**src/rtl/ps2_pkg.sv**
```systemverilog
// Shared constants, event layout and frame-receiver state encoding for the PS/2 key path.
// Latency: none (declarations only).
// Backpressure: not applicable.
package ps2_pkg;

    localparam logic [7:0] PS2_EXT = 8'hE0;
    localparam logic [7:0] PS2_BRK = 8'hF0;

    localparam int EV_BRK     = 15;
    localparam int EV_EXT     = 14;
    localparam int EV_CODE_HI = 7;
    localparam int EV_CODE_LO = 0;

    typedef enum logic [1:0] {
        IDLE,
        DATA,
        PARITY,
        STOP
    } rx_state_t;

    function automatic logic [15:0] make_event(input logic brk, input logic ext,
                                               input logic [7:0] code);
        logic [15:0] ev;
        ev                        = '0;
        ev[EV_BRK]                = brk;
        ev[EV_EXT]                = ext;
        ev[EV_CODE_HI:EV_CODE_LO] = code;
        return ev;
    endfunction

endpackage

```
**src/rtl/ps2_frame_rx.sv**
```systemverilog
// PS/2 frame receiver: sync + debounce both pins, falling-edge strobe, 11-bit frame FSM, timeout.
// Latency: rx_byte_vld one clk after the stop-bit strobe; strobe lags the pins by 2 + DEBOUNCE_MAX+1 clk.
// Backpressure: none; the device cannot be stalled, so rx_byte_vld is a single-cycle pulse.
// Build option PS2_PARITY_CHECK_EN enables odd-parity rejection.
module ps2_frame_rx
    import ps2_pkg::*;
#(
    parameter int DEBOUNCE_MAX   = 19,
    parameter int TIMEOUT_CYCLES = 50000
) (
    input  logic       clk,
    input  logic       rst,
    input  logic       ps2_clk,
    input  logic       ps2_data,
    output logic [7:0] rx_byte,
    output logic       byte_valid,
    output logic       frame_err
);

    localparam int DB_W = (DEBOUNCE_MAX < 1) ? 1 : $clog2(DEBOUNCE_MAX + 1);
    localparam int TO_W = $clog2(TIMEOUT_CYCLES + 1);

    // Index 0 is the PS/2 clock pin, index 1 the data pin.
    logic [1:0]           sync_1, sync_2, filt;
    logic [1:0][DB_W-1:0] db_cnt;
    logic                 fall_stb;

    always_ff @(posedge clk or posedge rst) begin
        if (rst) begin
            sync_1   <= '1;
            sync_2   <= '1;
            filt     <= '1;
            db_cnt   <= '0;
            fall_stb <= 1'b0;
        end else begin
            sync_1   <= {ps2_data, ps2_clk};
            sync_2   <= sync_1;
            fall_stb <= filt[0] && !sync_2[0] && (db_cnt[0] == DB_W'(DEBOUNCE_MAX));
            for (int i = 0; i < 2; i++) begin
                if (sync_2[i] == filt[i]) begin
                    db_cnt[i] <= '0;
                end else if (db_cnt[i] == DB_W'(DEBOUNCE_MAX)) begin
                    filt[i]   <= sync_2[i];
                    db_cnt[i] <= '0;
                end else begin
                    db_cnt[i] <= db_cnt[i] + 1'b1;
                end
            end
        end
    end

    rx_state_t       state, state_n;
    logic [2:0]      bit_idx, bit_idx_n;
    logic [7:0]      shreg, shreg_n;
    logic            par_bit, par_bit_n;
    logic [TO_W-1:0] tmo_cnt, tmo_cnt_n;
    logic            valid_n, err_n;
    logic            par_ok;

`ifdef PS2_PARITY_CHECK_EN
    assign par_ok = ^{shreg, par_bit};
`else
    // Parity is still captured so the frame shape is identical; its value is not enforced.
    assign par_ok = (^{shreg, par_bit}) | 1'b1;
`endif

    always_comb begin
        state_n   = state;
        bit_idx_n = bit_idx;
        shreg_n   = shreg;
        par_bit_n = par_bit;
        tmo_cnt_n = '0;
        valid_n   = 1'b0;
        err_n     = 1'b0;
        if (fall_stb) begin
            unique case (state)
                IDLE: begin
                    if (!filt[1]) begin
                        state_n   = DATA;
                        bit_idx_n = '0;
                    end
                end
                DATA: begin
                    shreg_n   = {filt[1], shreg[7:1]};
                    bit_idx_n = bit_idx + 3'd1;
                    if (bit_idx == 3'd7) state_n = PARITY;
                end
                PARITY: begin
                    par_bit_n = filt[1];
                    state_n   = STOP;
                end
                STOP: begin
                    state_n = IDLE;
                    if (filt[1] && par_ok) valid_n = 1'b1;
                    else                   err_n   = 1'b1;
                end
                default: state_n = IDLE;
            endcase
        end else if (state != IDLE) begin
            if (tmo_cnt == TO_W'(TIMEOUT_CYCLES - 1)) begin
                err_n   = 1'b1;
                state_n = IDLE;
            end else begin
                tmo_cnt_n = tmo_cnt + 1'b1;
            end
        end
    end

    always_ff @(posedge clk or posedge rst) begin
        if (rst) begin
            state      <= IDLE;
            bit_idx    <= '0;
            shreg      <= '0;
            par_bit    <= 1'b0;
            tmo_cnt    <= '0;
            byte_valid <= 1'b0;
            frame_err  <= 1'b0;
        end else begin
            state      <= state_n;
            bit_idx    <= bit_idx_n;
            shreg      <= shreg_n;
            par_bit    <= par_bit_n;
            tmo_cnt    <= tmo_cnt_n;
            byte_valid <= valid_n;
            frame_err  <= err_n;
        end
    end

    assign rx_byte = shreg;

endmodule

```
**src/rtl/ps2_key_fifo.sv**
```systemverilog
// PS/2 keyboard front end: frame receive, E0/F0 prefix folding, FWFT event FIFO popped by ren.
// Latency: event visible on data 2 clk after the final kclk strobe; pop takes effect next clk.
// Backpressure: none toward the keyboard; a full FIFO drops the event and sets sticky overflow.
// Build option PS2_PARITY_CHECK_EN (in ps2_frame_rx) enables odd-parity rejection.
module ps2_key_fifo
    import ps2_pkg::*;
#(
    parameter int FIFO_DEPTH     = 8,
    parameter int DEBOUNCE_MAX   = 19,
    parameter int TIMEOUT_CYCLES = 50000,
    parameter int CNT_W          = $clog2(FIFO_DEPTH) + 1
) (
    input  logic             clk,
    input  logic             rst,
    input  logic             ps2_clk,
    input  logic             ps2_data,
    input  logic             ren,
    output logic [15:0]      data,
    output logic             ready,
    output logic [CNT_W-1:0] count,
    output logic             overflow,
    output logic             frame_err
);

    localparam int AW = $clog2(FIFO_DEPTH);

    logic [7:0] rx_byte;
    logic       byte_valid;

    ps2_frame_rx #(
        .DEBOUNCE_MAX   (DEBOUNCE_MAX),
        .TIMEOUT_CYCLES (TIMEOUT_CYCLES)
    ) u_rx (
        .clk        (clk),
        .rst        (rst),
        .ps2_clk    (ps2_clk),
        .ps2_data   (ps2_data),
        .rx_byte    (rx_byte),
        .byte_valid (byte_valid),
        .frame_err  (frame_err)
    );

    logic        ext, brk;
    logic        is_prefix, push;
    logic [15:0] ev;

    assign is_prefix = (rx_byte == PS2_EXT) || (rx_byte == PS2_BRK);
    assign push      = byte_valid && !is_prefix;
    assign ev        = make_event(brk, ext, rx_byte);

    // Frame errors never touch the flags; only a completed non-prefix byte consumes them.
    always_ff @(posedge clk or posedge rst) begin
        if (rst) begin
            ext <= 1'b0;
            brk <= 1'b0;
        end else if (byte_valid) begin
            if (rx_byte == PS2_EXT) begin
                ext <= 1'b1;
            end else if (rx_byte == PS2_BRK) begin
                brk <= 1'b1;
            end else begin
                ext <= 1'b0;
                brk <= 1'b0;
            end
        end
    end

    logic [15:0]      mem [FIFO_DEPTH];
    logic [AW-1:0]    wr_ptr, rd_ptr;
    logic [CNT_W-1:0] cnt;
    logic             full, pop, push_ok;

    assign full    = (cnt == CNT_W'(FIFO_DEPTH));
    assign pop     = ren && (cnt != '0);
    assign push_ok = push && (!full || pop);

    always_ff @(posedge clk) begin
        if (push_ok) mem[wr_ptr] <= ev;
    end

    always_ff @(posedge clk or posedge rst) begin
        if (rst) begin
            wr_ptr   <= '0;
            rd_ptr   <= '0;
            cnt      <= '0;
            overflow <= 1'b0;
        end else begin
            if (push_ok) wr_ptr <= wr_ptr + 1'b1;
            if (pop)     rd_ptr <= rd_ptr + 1'b1;
            cnt <= cnt + CNT_W'(push_ok) - CNT_W'(pop);
            if (push && full && !pop)
                overflow <= 1'b1;
            else if (pop && !push_ok && (cnt == CNT_W'(1)))
                overflow <= 1'b0;
        end
    end

    assign ready = (cnt != '0);
    assign count = cnt;
    assign data  = ready ? mem[rd_ptr] : 16'h0000;

endmodule
```
**config.mk**
```make
export PLATFORM = sky130hd
export DESIGN_NAME = ps2_key_fifo
export DESIGN_NICKNAME = d
export VERILOG_FILES = /design/src/rtl/ps2_pkg.sv /design/src/rtl/ps2_frame_rx.sv /design/src/rtl/ps2_key_fifo.sv
export SDC_FILE = /design/constraint.sdc
export NUM_CORES = 1
export LEC_CHECK = 0
export BUFFER_PORTS_ARGS = -buffer_cell sky130_fd_sc_hd__buf_4
export CORE_MARGIN = 5
export CORE_UTILIZATION = 46
export CTS_CLUSTER_SIZE = 25
export DETAILED_ROUTE_END_ITERATION = 8
export PLACE_DENSITY_LB_ADDON = 0.3
export SYNTH_ARGS = -nofsm -noshare
export SYNTH_HDL_FRONTEND = slang
export SYNTH_SLANG_ARGS = --single-unit
export TNS_END_PERCENT = 20
```
**constraint.sdc**
```tcl
create_clock -name clk -period 2.9 [get_ports clk]
set_input_delay 0.29 -clock clk [delete_from_list [all_inputs] [get_ports clk]]
set_output_delay 0.29 -clock clk [all_outputs]
set_load 0.01 [all_outputs]
```
==> results of run 1 <==
sequential cells by signal (all words and copies together) (netlist names), 3 cells and up:
register      cells
mem              80
u_rx.tmo_cnt     16
u_rx.db_cnt      10
u_rx.rx_byte      8
count             4
rd_ptr            3
u_rx.bit_idx      3
wr_ptr            3
path summary, 6_finish.rpt:
kind,startpoint,depth (start not counted),end,slack (ns)
worst min register to register,u_rx.sync_1[1],0,u_rx.sync_2[1],0.36
worst max-delay path,rd_ptr[0],5,data[7],0.47
worst max register to register,u_rx.rx_byte[2],9,count[2],0.59
worst min-delay path,rst,2,u_rx.tmo_cnt[11],0.14
min in group clk,ren,3,rd_ptr[2],0.17
max in group asynchronous,rst,3,overflow,2.02
final cells by class:
cell class                      count  area, sq um  share of cell area (%)
Timing Repair Buffer               42          320                    4.57
Tap cell                          172          215                    3.07
Sequential cell                   141         3940                    56.2
Inverter                           19         71.3                    1.02
Multi-Input combinational cell    221         1860                    26.6
Clock buffer                       18          429                    6.13
Clock inverter                     14          168                    2.39
timing repair:
action                                 CTS  global route
resized for setup                        0             0
hold buffers                             2             0
endpoints found under the hold margin    2             0
cell usage in the layout, fill, tap and decap left out, types with 2 or more instances in the layout:
cell type	synthesis	layout
o21ai_1	3	3
a21oi_1	4	4
xor2_1	6	6
and3_1	3	3
nor2_1	40	40
edfxtp_1	80	80
mux2_2	9	9
xnor2_1	19	19
mux2i_1	11	11
nor4_1	6	5
dlygate4sd3_1	0	2
conb_1	1	6
buf_4	6	40
dfrtp_1	55	55
o21ai_0	5	5
nor4b_2	0	2
nor3_1	10	10
clkinv_2	0	3
mux2_1	2	2
inv_2	1	2
nand2_1	16	16
clkinvlp_4	0	2
bufinv_16	0	3
inv_1	18	17
inv_6	0	3
nand2b_1	4	4
clkinv_4	0	2
nor3b_1	4	4
dfstp_2	6	6
clkbuf_16	0	17
a32o_1	2	2
nand3_1	13	13
ha_1	16	16
mux4_2	20	20
nand4_2	3	3
cells by family after synthesis:
logic type	Yosys count	share of synthesized area (%)
flops	141	66.5
simple gates	110	9.51
mux	42	11.6
buf+inv	35	2.64
xor+xnor	25	3.70
compound gates	21	2.30
fa+ha+maj	17	3.72
other cells	1	0.0634
per-layer routing:
metal	vias to the layer above	share of wire (%)	GRT usage (%)
met5	-	0	0
met4	0	0.65	4.15
met3	6	4.2	4.94
met2	72	52	25.9
met1	1621	43	19.9
li1	1530	-	-
metrics by stage:
stage	util [%]	power (W)	hold WS, ns
2_1_floorplan	-	0.00278	0.294
3_3_place_gp	50.6	0.00297	0.347
3_5_place_dp	50.6	0.00299	0.348
4_1_cts	55.5	0.00516	0.162
5_1_grt	55.5	0.00532	0.178
6_report	55.5	0.00509	0.140
power by group:
part	internal, W	leakage [nW]	switching (W)
clock network	0.00135	0.288	0.000806
logic	0.000317	0.953	0.000339
registers	0.00217	1.74	0.000101
total	0.00384	2.98	0.00125
worst register-to-register path, cell delays in order, from the launching register on:
cell      delay [ns]
dfrtp_1         0.49
nand4b_1        0.24
o41a_1          0.38
nor2_1          0.23
inv_2           0.07
nand2_1         0.06
ha_1            0.15
inv_1           0.06
fa_1            0.38
xnor2_1         0.14
==> results.md, run 1 <==
- Vias in the first global route: between 3000 and 4000
- Fraction of layout cells with a size suffix above 1: between 20 and 30%
- Area grow syn2layout: 18.3%
- Post-CTS Setup Bufs: 0
- Starting Density: 46.9%
- Root buffer cell: clkbuf_16
- DR DRC count: 0
- Clock sink total: around 140
- PwrDens: around 730 mW/mm^2
- Slew headroom: between 30% and 40%
- GRT Util Overall: between 10% and 20%
- Worst path bufs/invs: 2
- Count leader, synth: edfxtp_1
- DIE AREA: 0.0152 sq mm
- Largest net degree at the start of global routing: 50
- Area of the core: between 0.01 and 0.015 sq mm
- Total CTS buffers: 17
- Critical Path Slowest Stage Cell: mux4_2
- RSZ-0062 raised after global routing: false
- Setup CP Type: reg2out
- Starting DRT DRC Count: 200
- Placer Congestion: about 0.77
- Post-synthesis cell area: 0.00592 sq mm
- Worst Path Required: 2.61 ns
- DP Worst Slack: about 0.58 ns
- Sequential element share of the synthesized area: about 66%
- Non-Filler Instances: 627
- Synth unique cells: 48
- I/O Buffers: 21
- H-tree depth: 4
- Slew Viols, Final: 0
- Via-per-instance ratio: 5.15
- Wire per inst: around 17 um
- CP top delay family: multiplexers
- Final nets: ~460
- Drt total wl: 10500 um
- Tcrit/Tclk final: 83.7%
- Post-synth EDFFs: 80
- Worst Tran Pin Value: just over 1 ns
- Status: finished, final reports clean
- Class of the worst hold path: in2async
- Total of max-cap violations: 0
- CP endpoint kind: primary output
- CP max stage delay: 0.58 ns
- Arr. time, crit path: ~2.1 ns
- Cell chain of the critical path: buf_4 > mux4_2 > mux2i_1 > nor2_1 > buf_4
- Leakage: slightly below 3 nW
- Rows: 41
- Setup crit start kind: flop
- Final Cell Area: 0.00700 sq mm
- First-pass GRT wire length: roughly 18000 um
- Final count of negative-setup-slack endpoints: 0
- #FFs+latches synth: between 100 and 150
- Initial antenna violation count: 0
- Cell repeated most along the worst path: buf_4
- Number of antenna-violating nets in the routed design: 0
- Fmax: around 0.41 GHz
- Hold Fails Final Rpt: 0
- Total number of vias: about 3200
- Clock Path Buffers: 2
- Clock transition at path regs: 0.06 ns
- Area after DPL: approximately 0.0064 sq mm
- Horiz. Die Dim: 123 um
- Share of the synthesized area in the top cell type: about two fifths
- Ys flop type: edfxtp_1
- Max IR drop VDD: around 0.53 mV
- Synth top area cells: edfxtp_1, dfrtp_1, mux4_2, ha_1, xnor2_1
- Min Tclk post-route: ~2.4 ns
- Post-route setup TNS: 0 ns
- Top post-synthesis cells by count: edfxtp_1, dfrtp_1, nor2_1, mux4_2, xnor2_1
- Post-synthesis async set-or-reset flop share: ~43%
- Skew-Pair Late Insertion Delay: about 0.4 ns
- GR Overflow Total: 0
- Clk_skew: between 0.007 and 0.008 ns
- Syn. warnings: 0
- Placed Cells: ~590
- Final worst slack: approximately 0.47 ns
- Inserted Diodes: 0
- Synth area leader: edfxtp_1
- CTS tree: done
- Final-layout fill cell count: a little over 1000
- Syn Inst Count: between 300 and 400
- Pre-antenna DRT Iters: 4
- Crit-path max FO: 22
- Top-Level Pins: 28
- Syn avg cell area: approximately 15 sq um
- Post-DP HPWL: 6820 um
- Die Span Y: ~120 um
Note: power is estimated with default switching activity, not from simulation.
==> run 2, diff against run 1 <==
- ABC_AREA: unset -> 1
- clock period: 2.9 -> 2.5 ns (I/O delays scaled with it)
==> run 2 against run 1 <==
  * First-iteration DRC count up 59%
  * Critical endpoint is now data[5]
  * Power grew 41%
  * Synthesized cell count increased by 52%
  * Core utilization down 0.50 points
  * Critical path type unchanged
  * Global-route usage rose by 0.41 points
==> results.md, run 2 <==
- Status: finished, final reports clean
- Clock share of power: 37.3%
- Min Tclk post-route: between 2 and 2.5 ns
- Total CTS buffers: 17
- Post-synth EDFFs: 80
- Syn avg cell area: roughly 10 sq um
- Root buffer cell: clkbuf_16
- PwrDens: around 990 mW/mm^2
- Max IR drop VDD: 0.649 mV
- Hold Path Origin: ren
- Total number of vias: around 4100
- Number of antenna-violating nets in the routed design: 0
- I/O Buffers: 21
- Wire per inst: 14.5 um
- Inserted Diodes: 0
- Hold-critical path depth: 4
- Post-DP HPWL: roughly 7500 um
- Share of the synthesized area in the top cell type: about two fifths
- GR Overflow Total: 0
- Setup CP Type: reg2out
- Critical Path Slowest Stage Cell: buf_4
- CTS tree: done
- Die Span Y: about 130 um
- Total Power: around 0.007 W
- Synth top area cells: edfxtp_1, dfrtp_1, nor2_1, o21ai_1, nand2_1
- Starting Density: about 47%
- Total of max-cap violations: 0
- Setup crit start kind: flop
- Hold Fails Final Rpt: 0
- Class of the worst hold path: in2reg
- Most frequent cells in the layout: nor2_1, edfxtp_1, nand2_1, o21ai_1, dfrtp_1
- Crit-path max FO: between 40 and 50
- Comb power frac: a little over a quarter
- Launching point of the worst reg2reg path: u_rx.rx_byte[3]
- Starting DRT DRC Count: approximately 320
- Sequential element share of the synthesized area: approximately 63%
- Critical R2R Capture: count[2]
- Vias in the first global route: just over 4000
- Rows: 42
- Pre-antenna DRT Iters: 4
- #FFs+latches synth: 141
- CP max stage delay: roughly 0.4 ns
- Drt total wl: between 10000 and 15000 um
- RSZ-0062 raised after global routing: false
- DIE AREA: about 0.016 sq mm
- Flop pwr share: 35.8%
- Area of the core: 0.0132 sq mm
- Top post-synthesis cells by count: nor2_1, edfxtp_1, nand2_1, o21ai_1, dfrtp_1
- Area after DPL: ~0.0066 sq mm
- Cell chain of the critical path: buf_4 > nor2_1 > nor2_1 > o21ai_1 > o21ai_1 > nor2_1 > nor2_1 > buf_4
- H-tree depth: 4
- Leakage: ~3.1 nW
- Commonest non-fill, non-tap cell in the layout: nor2_1
- DP Worst Slack: ~0.35 ns
- Skew-Pair Late Insertion Delay: ~0.41 ns
- Fraction of layout cells with a size suffix above 1: between 10% and 20%
- Final worst slack: 0.262 ns
- Syn Inst Count: slightly below 600
- CP endpoint kind: primary output
- GRT Util Overall: 16.0%
- Post-synthesis async set-or-reset flop share: 43.3%
- Ys flop type: edfxtp_1
- Synth unique cells: 36
- Final-layout fill cell count: between 1000 and 1500
- Top-Level Pins: 28
- Hold Path End: rd_ptr[1]
- Worst Path Required: roughly 2.3 ns
- Biggest regs: mem (80), u_rx.tmo_cnt (16), u_rx.db_cnt (10)
- Final nets: 658
- Slew Viols, Final: 0
- Via-per-instance ratio: between 5 and 6
- Largest net degree at the start of global routing: between 40 and 50
- First-pass GRT wire length: between 15000 and 20000 um
- Switch share: between 20% and 30%
- Net switching power: 0.00208 W
- Internal power: 0.00512 W
- Placer Congestion: 0.827
- Worst Tran Pin Value: 0.699 ns
- Slew headroom: between 50% and 60%
- DR DRC count: 0
- Final count of negative-setup-slack endpoints: 0
- Synth area leader: edfxtp_1
- Clk_skew: roughly 0.0063 ns
- Post-CTS Resized: 0
- Post-synthesis cell area: roughly 0.0062 sq mm
- Area grow syn2layout: 17.3%
- Clock transition at path regs: 0.05 ns
- Initial antenna violation count: 0
- Count leader, synth: nor2_1
- Final Cell Area: between 0.007 and 0.008 sq mm
- Horiz. Die Dim: about 130 um
- Max FFs per register: 80
- Fmax: 0.447 GHz
- Worst R2R Path Depth: 11
- Post-route setup TNS: 0 ns
- Clock sink total: roughly 140
- Clock Path Buffers: 2
- Cell repeated most along the worst path: nor2_1
- Tcrit/Tclk final: about 90%
- Largest Register: mem
- Setup slack, reg-to-reg: 0.34 ns
- Arr. time, crit path: 1.99 ns
- Syn. warnings: 0
run 2: worst max-delay path by stage:
stage | from | end | slack (ns) | depth (start not counted)
2_1_floorplan | count[2] | mem[0][0] | 0.48 | 9
3_3_place_gp | u_rx.rx_byte[2] | count[2] | 0.40 | 11
3_5_place_dp | u_rx.rx_byte[2] | count[2] | 0.35 | 11
4_1_cts | rd_ptr[0] | data[7] | 0.26 | 8
5_1_grt | rd_ptr[0] | data[7] | 0.07 | 8
6_report | rd_ptr[0] | data[5] | 0.26 | 8
run 2: cells by family (layout without fill, tap and decap cells):
kind of cell               after synthesis  in the layout  synth area share, %
AOI/OAI and AO/OA                      100            100                 8.60
xor gates and xnor gates                12             12                 1.69
adders and majority gates               17             17                 3.55
buffers and inverters                   71            119                 4.88
DFF                                    141            141                 63.4
muxes                                    2              2                0.363
other                                    1              6               0.0604
and+or+nand+nor                        252            252                 17.5
run 2: cell type report:
type	count	area (sq um)	share of cell area, %
clock buffers	25	475	6.53
clock inverters	7	160	2.20
inverters	49	184	2.53
multi-input cells	389	1990	27.3
flip-flops and latches	141	3940	54.0
well taps	176	220	3.02
repair buffers	38	318	4.36
run 2: critical path, delay by kind of cell (launching register included):
| kind | cells | cell delay [ns] |
|---|---|---|
| AOI/OAI and AO/OA | 2 | 0.17 |
| buffers and inverters | 2 | 0.57 |
| and+or+nand+nor | 4 | 0.44 |
| DFF | 1 | 0.36 |
run 2: layer usage:
layer | up-vias | GRT usage (%) | share of wire, %
met5 | - | 0 | 0
met4 | 0 | 6.69 | 1.6
met3 | 18 | 4.11 | 4.2
met2 | 77 | 27.1 | 50
met1 | 1974 | 19.5 | 45
li1 | 2070 | - | -
run 2: through the flow:
| step | hold slack (ns) | cells | utilization, % |
|---|---|---|---|
| after floorplan | 0.254 | 601 | - |
| after global placement | 0.346 | 790 | 50.0 |
| after detailed placement | 0.348 | 790 | 50.0 |
| after CTS | 0.148 | 825 | 55.0 |
| after global routing | 0.183 | 825 | 55.0 |
| final | 0.169 | 825 | 55.0 |
run 2: repair_timing:
item,in CTS,in global routing
endpoints found under the hold margin,26,0
hold buffers,3,0
buffers inserted,0,0
run 2: power groups by stage:
| stage | clock network (W) | registers [W] | logic [W] |
|---|---|---|---|
| after floorplan | 0 | 0.00264 | 0.00127 |
| after global placement | 0 | 0.00262 | 0.00190 |
| after detailed placement | 0 | 0.00262 | 0.00195 |
| after CTS | 0.00273 | 0.00258 | 0.00197 |
| after global routing | 0.00285 | 0.00259 | 0.00218 |
| final | 0.00268 | 0.00258 | 0.00194 |
